File: src/rtl/loop_counter_ctrl_if.sv
// Counter/datapath side of loop_counter_ctrl: counter load/increment, counter
// feedback, and the step_req/step_ack handshake.
interface loop_counter_ctrl_if #(
  parameter int WIDTH = 4
);
  logic             cnt_ld;
  logic [WIDTH-1:0] cnt_data;
  logic             cnt_inc;
  logic [WIDTH-1:0] cnt_in;
  logic             step_req;
  logic             step_ack;

  modport master (
    output cnt_ld, cnt_data, cnt_inc, step_req,
    input  cnt_in, step_ack
  );

  modport slave (
    input  cnt_ld, cnt_data, cnt_inc, step_req,
    output cnt_in, step_ack
  );
endinterface

File: src/rtl/loop_counter_ctrl.sv
// Bounded-loop sequencer: loads the counter, runs one step handshake per value
// up to limit inclusive, then pulses done. Optional stall input: LOOP_CTRL_PAUSE_EN.
module loop_counter_ctrl #(
  parameter int WIDTH = 4
) (
  input  logic             clk,
  input  logic             reset,
`ifdef LOOP_CTRL_PAUSE_EN
  input  logic             pause,
`endif
  input  logic             start,
  input  logic [WIDTH-1:0] init_val,
  input  logic [WIDTH-1:0] limit_val,
  loop_counter_ctrl_if.master dp,
  output logic             busy,
  output logic             done,
  output logic             range_err
);

  typedef enum logic [2:0] {IDLE, LOAD, REQ, CHECK, DONE} state_t;

  state_t           state, next_state;
  logic [WIDTH-1:0] init_r, limit_r;
  logic             err_r;
  logic             stall;
  logic             accept;
  logic             bad_range;

`ifdef LOOP_CTRL_PAUSE_EN
  assign stall = pause;
`else
  assign stall = 1'b0;
`endif

  assign accept    = (state == IDLE) && start && !stall;
  assign bad_range = init_val > limit_val;

  // NOTE: sequential state uses non-blocking assignments so every register
  // samples pre-edge values, independent of statement order.
  always_ff @(posedge clk) begin
    if (reset) begin
      state   <= IDLE;
      init_r  <= '0;
      limit_r <= '0;
      err_r   <= 1'b0;
    end else begin
      state <= next_state;
      if (accept) begin
        init_r  <= init_val;
        limit_r <= limit_val;
        err_r   <= bad_range;
      end else if (state == DONE && !stall) begin
        err_r <= 1'b0;
      end
    end
  end

  // NOTE: every output of this block is given a default first so no path
  // through the case leaves a signal unassigned and infers a latch.
  always_comb begin
    next_state   = state;
    dp.cnt_ld    = 1'b0;
    dp.cnt_data  = '0;
    dp.cnt_inc   = 1'b0;
    dp.step_req  = 1'b0;
    busy         = (state != IDLE);
    done         = 1'b0;
    range_err    = 1'b0;

    case (state)
      IDLE: begin
        if (accept) next_state = bad_range ? DONE : LOAD;
      end
      LOAD: begin
        dp.cnt_ld   = !stall;
        dp.cnt_data = init_r;
        next_state  = REQ;
      end
      REQ: begin
        dp.step_req = !stall;
        if (dp.step_ack) next_state = CHECK;
      end
      CHECK: begin
        // Stop at limit without incrementing, so the counter never wraps.
        if (dp.cnt_in == limit_r) begin
          next_state = DONE;
        end else begin
          dp.cnt_inc = !stall;
          next_state = REQ;
        end
      end
      DONE: begin
        done       = 1'b1;
        range_err  = err_r;
        next_state = IDLE;
      end
      default: next_state = IDLE;
    endcase

    if (stall) next_state = state;
  end

endmodule

File: src/flat_wrapper.sv
// flat-port wrapper written by rule: the top's interface ports become plain ports
module loop_counter_ctrl_flat 
#(
  parameter int WIDTH = 4
)
  (clk, reset, start, init_val, limit_val, busy, done, range_err, dp_cnt_ld, dp_cnt_data, dp_cnt_inc, dp_step_req, dp_cnt_in, dp_step_ack);
  loop_counter_ctrl_if #(.WIDTH(WIDTH)) dp_i ();
  input  logic clk;
  input  logic reset;
  input  logic start;
  input  logic [WIDTH-1:0] init_val;
  input  logic [WIDTH-1:0] limit_val;
  output logic busy;
  output logic done;
  output logic range_err;
  output wire logic [$bits(dp_i.cnt_ld)-1:0] dp_cnt_ld;
  output wire logic [$bits(dp_i.cnt_data)-1:0] dp_cnt_data;
  output wire logic [$bits(dp_i.cnt_inc)-1:0] dp_cnt_inc;
  output wire logic [$bits(dp_i.step_req)-1:0] dp_step_req;
  input wire logic [$bits(dp_i.cnt_in)-1:0] dp_cnt_in;
  input wire logic [$bits(dp_i.step_ack)-1:0] dp_step_ack;
  assign dp_cnt_ld = dp_i.cnt_ld;
  assign dp_cnt_data = dp_i.cnt_data;
  assign dp_cnt_inc = dp_i.cnt_inc;
  assign dp_step_req = dp_i.step_req;
  assign dp_i.cnt_in = dp_cnt_in;
  assign dp_i.step_ack = dp_step_ack;
  loop_counter_ctrl #(.WIDTH(WIDTH)) u_core (.clk(clk), .reset(reset), .start(start), .init_val(init_val), .limit_val(limit_val), .dp(dp_i), .busy(busy), .done(done), .range_err(range_err));
endmodule
File: config.mk
export PLATFORM = sky130hd
export DESIGN_NAME = loop_counter_ctrl_flat
export DESIGN_NICKNAME = d
export VERILOG_FILES = /design/src/rtl/loop_counter_ctrl_if.sv /design/src/rtl/loop_counter_ctrl.sv /design/src/flat_wrapper.sv
export SDC_FILE = /design/constraint.sdc
export NUM_CORES = 1
export LEC_CHECK = 0
export ABC_AREA = 1
export CORE_MARGIN = 5
export CORE_UTILIZATION = 40
export DETAILED_ROUTE_END_ITERATION = 8
export PLACE_DENSITY_LB_ADDON = 0.08
export SLEW_MARGIN = 20
export SYNTH_ARGS = -nofsm -noshare
export SYNTH_HDL_FRONTEND = slang
export SYNTH_SLANG_ARGS = --single-unit
File: constraint.sdc
create_clock -name clk -period 1.3 [get_ports clk]
set_input_delay 0.195 -clock clk [delete_from_list [all_inputs] [get_ports clk]]
set_output_delay 0.195 -clock clk [all_outputs]
set_load 0.05 [all_outputs]
# Word level (Yosys, flattened, before mapping)
# Cells that the tools add are included.
# totals
reg_bits	12
in_bits	16
output_inout_bits	10
word_cells	31
# classes
n_lt_le_gt_ge	1
n_eq_ne	7
mux	14
n_reduce_logical	5
# ops
cell	count
3-bit two-way mux	4
3-bit one-hot mux with 4 select lines	1
1-bit two-way mux	8
3-bit by 2-bit equality test with 1-bit output (second input constant)	2
4-bit equality test	1
4-bit > comparator	1
4-bit two-way mux	1
3-bit by 1-bit equality test with 1-bit output (second input constant)	1
3-bit equality test (second input constant)	1
3-bit logical NOT	1
3-bit nonzero test	1
2-bit by 1-bit inequality test with 1-bit output (second input constant)	1
2-bit inequality test (second input constant)	1
2-bit AND reduction	1
2-bit nonzero test	1
1-bit logical AND	1

# Depth between registers and ports, before layout
# depth
ltp_word	4
ltp_mapped	10
mapped_depth_nobuf	10

# Least setup slack after synthesis
# OpenSTA, ideal clock, no wires.
# synth_timing
path_kind	register to register
startpoint	reg u_core.state[2]
endpoint	reg u_core.state[2]
setup_ps	116
t_arrival_ps	1447
required_ps	1184
setup_slack_ps	-264
stages_incl_launch_ff	7
n_path_buf	0
synth_period_minus_slack_ps	1564
cell_sequence	dfxtp_1 inv_2 nand2_1 nor2_1 nand2_1 nand4_1 a21oi_1
# synth_between
elab_chain_cells	4
elab_cells_between_ends	9
classes_between	eq/ne: 5; mux: 1; reduce/logical: 3
# synth_lines
element	line	text
from (decl)	loop_counter_ctrl.sv:22	state_t state, next_state;
from (signal assigned)	loop_counter_ctrl.sv:47	state <= next_state;
3-bit logical NOT	loop_counter_ctrl.sv:35, loop_counter_ctrl.sv:70	
1-bit logical AND	loop_counter_ctrl.sv:35	assign accept = (state == IDLE) && start && !stall;
2-bit by 1-bit inequality test with 1-bit output (no source line)	-	
2-bit AND reduction (no source line)	-	
# Parallel ways exist; a longest one is shown, timed or not.
# A chain may end at the register's enable or synchronous reset.

# Final worst setup path
# layout_timing
startpoint	reg u_core.limit_r[2]
endpoint	out dp_cnt_inc
# layout_between
elab_chain_cells	3
# layout_lines
element	line	text
from (decl)	loop_counter_ctrl.sv:23	logic [WIDTH-1:0] init_r, limit_r;
from (signal assigned)	loop_counter_ctrl.sv:50	limit_r <= limit_val;
4-bit equality test	loop_counter_ctrl.sv:85	if (dp.cnt_in == limit_r) begin
1-bit two-way mux	loop_counter_ctrl.sv:85	
1-bit two-way mux	loop_counter_ctrl.sv:70	case (state)
to (decl)	flat_wrapper.sv:18	output wire logic [$bits(dp_i.cnt_inc)-1:0] dp_cnt_inc;
# No other way between the ends.

==> qor.txt <==
Register share of total power: 0.233
Normalized max-slew margin: 0.738
Count of pins on the block boundary: 26
Sequential cell area: 256 um2
Clock insertion delay at the later pin of the skew report: 290 ps
Met2 GRT Util: 0.373
Clock Root Buffer: sky130_fd_sc_hd__clkbuf_4
Number of maximum-capacitance violations: 0
Antenna viol nets, final: 0
Total setup violations reported at the end of the flow: 14
Portion of total power attributed to the clock network: 0.136
Critical path arrival: 1280 ps
Result of the run: complete, but fails checks
Leakage: 0.000709 uW
Core Footprint: 0.00175 mm2
Post-Syn Nets: 136
Global-route wire length before repair: 3.90 mm
Number of sinks handled by clock tree synthesis: 12
Number of levels the H-tree was split into: 1
TritonCTS clock tree: yes
Cell-internal power: 1300 uW
Setup TNS: -1050 ps
Required time of the critical path: 1110 ps
Worst Tran Pin Value: 392 ps
Layer carrying the most global-route usage: met2
Total global-route track usage: 0.195
Antenna Cells: 0
Number of warnings reported in the yosys synthesis log: 0
Slack of the critical path: -177 ps
Die outline area: 0.00284 mm2
Hold Path Class: input pin to flop
Wire length reported by the detailed router: 3.25 mm
Number of buffers between clock root and the deepest sink: 2
Switching Power: 1040 uW
Highest Clock Rate: 677 MHz
Synthesized area: 748 um2
Final number of hold-violating endpoints: 0
Logic gate share of total power: 0.631
Layout cells sized above 1: 0.497
Fraction of power spent switching nets: 0.445
Count of hold-fix buffers inserted at cts: 0
CP endpoint kind: primary output
Critical Setup Path Class: flop to primary output
Register bit count reported by yosys: 12
Met1 capacity usage during global routing: 0.210
Row count: 15
Clock transition at the registers of the reported paths: 90 ps
Number of DRC violations after detailed routing: 0
Average footprint of a synthesized cell: 6.45 um2
Starting density of the core: 0.429
Routed len/inst: 16.8 um
Initial drt markers: 31
Vias per inst: 5.27
Via count: 1023
Critical path fanouts, max: 3
Crit path launch type: flop
Fraction of the yosys area taken by sequential cells: 0.321
Core Util, Final: 0.887
Post-route worst hold slack: 326 ps
Number of port buffers: 25
Layout area overhead: 107%
Total power density per cell area: 1510 mW/mm2
Half-perimeter wire length of the detailed placement result: 1.59 mm
Number of global-route vias before repair: 898
Die width: 53.3 um
Final critical-path required period: 1480 ps
Chip Height: 53.3 um
Pre-CTS WS: -247 ps
Number of standard cells after synthesis: 116
Violated checks: negative setup slack
Post-layout power: 2330 uW
Final setup skew: 9.44 ps
Number of antenna violations at the first check in global routing: 0
Initial DRT Pass Iterations: 4
Number of filler instances in the final layout: 82
Number of distinct standard cells referenced by the synthesized netlist: 18
Setup repair after global routing missed its margin: true
Congestion Overflow GR: 0
Pin count of the biggest net entering global routing: 11
Total area of multi-input combinational cells: 553 um2
Crit share post-route: 1.14
CTS buffer count: 3
Max IR drop VDD: 1020 uV
Global routing met3 resource utilization: 0.0282
Post-layout nets: 190
Final Max Slew Viols: 0
Final estimated routing congestion in global placement: 0.831
path summary, 6_finish.rpt:
check,start,to,slack (ps),cells past startpoint
max reg2reg,u_core.limit_r[2],u_core.state[1],-50,10
max,u_core.limit_r[2],dp_cnt_inc,-180,8
min reg2reg,u_core.limit_r[0],u_core.limit_r[0],460,2
min,init_val[3],u_core.init_r[3],330,3
placed cells by master (no fill, tap or decap), types with 4 or more instances in the layout:
| cell | Yosys | routed |
|---|---|---|
| sky130_fd_sc_hd__dfxtp_1 | 12 | 5 |
| sky130_fd_sc_hd__nand3_1 | 8 | 5 |
| sky130_fd_sc_hd__nand2_1 | 24 | 19 |
| sky130_fd_sc_hd__inv_2 | 3 | 7 |
| sky130_fd_sc_hd__dfxtp_2 | 0 | 4 |
| sky130_fd_sc_hd__o21ai_2 | 1 | 4 |
| sky130_fd_sc_hd__o21ai_0 | 5 | 4 |
| sky130_fd_sc_hd__buf_12 | 0 | 11 |
| sky130_fd_sc_hd__inv_1 | 27 | 20 |
| sky130_fd_sc_hd__dlygate4sd2_1 | 0 | 4 |
| sky130_fd_sc_hd__buf_4 | 0 | 20 |
| sky130_fd_sc_hd__nand2_2 | 0 | 4 |
| sky130_fd_sc_hd__nor2_4 | 1 | 8 |
| sky130_fd_sc_hd__clkdlybuf4s50_1 | 0 | 10 |
| sky130_fd_sc_hd__a21oi_1 | 13 | 11 |
logic make-up after synthesis:
family | count (synthesis) | share of synthesized area
and+or+nand+nor | 46 | 0.291
adders and majority gates | 4 | 0.0669
DFF | 12 | 0.321
AOI/OAI and AO/OA | 23 | 0.162
buffers and inverters | 31 | 0.159
critical path, stage by stage (launching register included):
cell	delay, ps
sky130_fd_sc_hd__dfxtp_2	350
sky130_fd_sc_hd__inv_1	50
sky130_fd_sc_hd__nand2_1	60
sky130_fd_sc_hd__nand2_1	70
sky130_fd_sc_hd__nor2_2	110
sky130_fd_sc_hd__nand2_1	90
sky130_fd_sc_hd__nand2_2	80
sky130_fd_sc_hd__inv_2	50
sky130_fd_sc_hd__buf_12	140
power by group through the flow:
stage	registers (uW)	logic, uW	clock network (uW)
floorplan	501	568	0
detailed placement	512	968	0
finish	544	1470	319
CTS	526	1180	302
global placement	508	951	0
global route	552	1550	345
registers in the layout, summed over array words and instances, names as in the netlist:
name,cells
u_core.state,3
u_core.limit_r,4
u_core.err_r,1
u_core.init_r,4
synthesized netlist by cell type:
library cell | instances | area, um2
sky130_fd_sc_hd__inv_1 | 27 | 101
sky130_fd_sc_hd__nand2_1 | 24 | 90.1
sky130_fd_sc_hd__a21oi_1 | 13 | 65.1
sky130_fd_sc_hd__dfxtp_1 | 12 | 240
sky130_fd_sc_hd__nor2_1 | 9 | 33.8
sky130_fd_sc_hd__nand3_1 | 8 | 40.0
sky130_fd_sc_hd__o21ai_0 | 5 | 25.0
sky130_fd_sc_hd__ha_1 | 4 | 50.1
sky130_fd_sc_hd__inv_2 | 3 | 11.3
sky130_fd_sc_hd__o21ai_1 | 3 | 15.0
sky130_fd_sc_hd__inv_4 | 1 | 6.26
sky130_fd_sc_hd__nand2_4 | 1 | 11.3
sky130_fd_sc_hd__nand4_1 | 1 | 6.26
sky130_fd_sc_hd__nor2_4 | 1 | 11.3
sky130_fd_sc_hd__nor2_8 | 1 | 20.0
sky130_fd_sc_hd__nor3_1 | 1 | 5.00
sky130_fd_sc_hd__o211ai_1 | 1 | 7.51
sky130_fd_sc_hd__o21ai_2 | 1 | 8.76
per-stage QoR:
stage / cells / cell area (um2)
finish: 194 / 1550
global route: 194 / 1550
CTS: 187 / 1400
detailed placement: 173 / 1190
global placement: 173 / 1190
floorplan: 116 / 753
repair_timing:
action / in CTS / in global routing
endpoints found under the hold margin: 0 / 0
buffers inserted: 10 / 6
gates resized for setup: 39 / 23
pin swaps: 9 / 13
cloned: 0 / 1
setup endpoints to repair: 9 / 18
layer usage:
metal	vias to the layer above	wire length (um)
met5	-	0
met4	0	164
met3	21	144
met2	55	1730
met1	477	1210
li1	470	-
layout make-up:
type	count	area share
clock buffer	4	0.0234
inverter	31	0.0848
multi-input combinational	74	0.357
sequential	12	0.166
tap	25	0.0202
timing repair buffer	48	0.349
No activity file was read; power rests on OpenSTA's default activity.
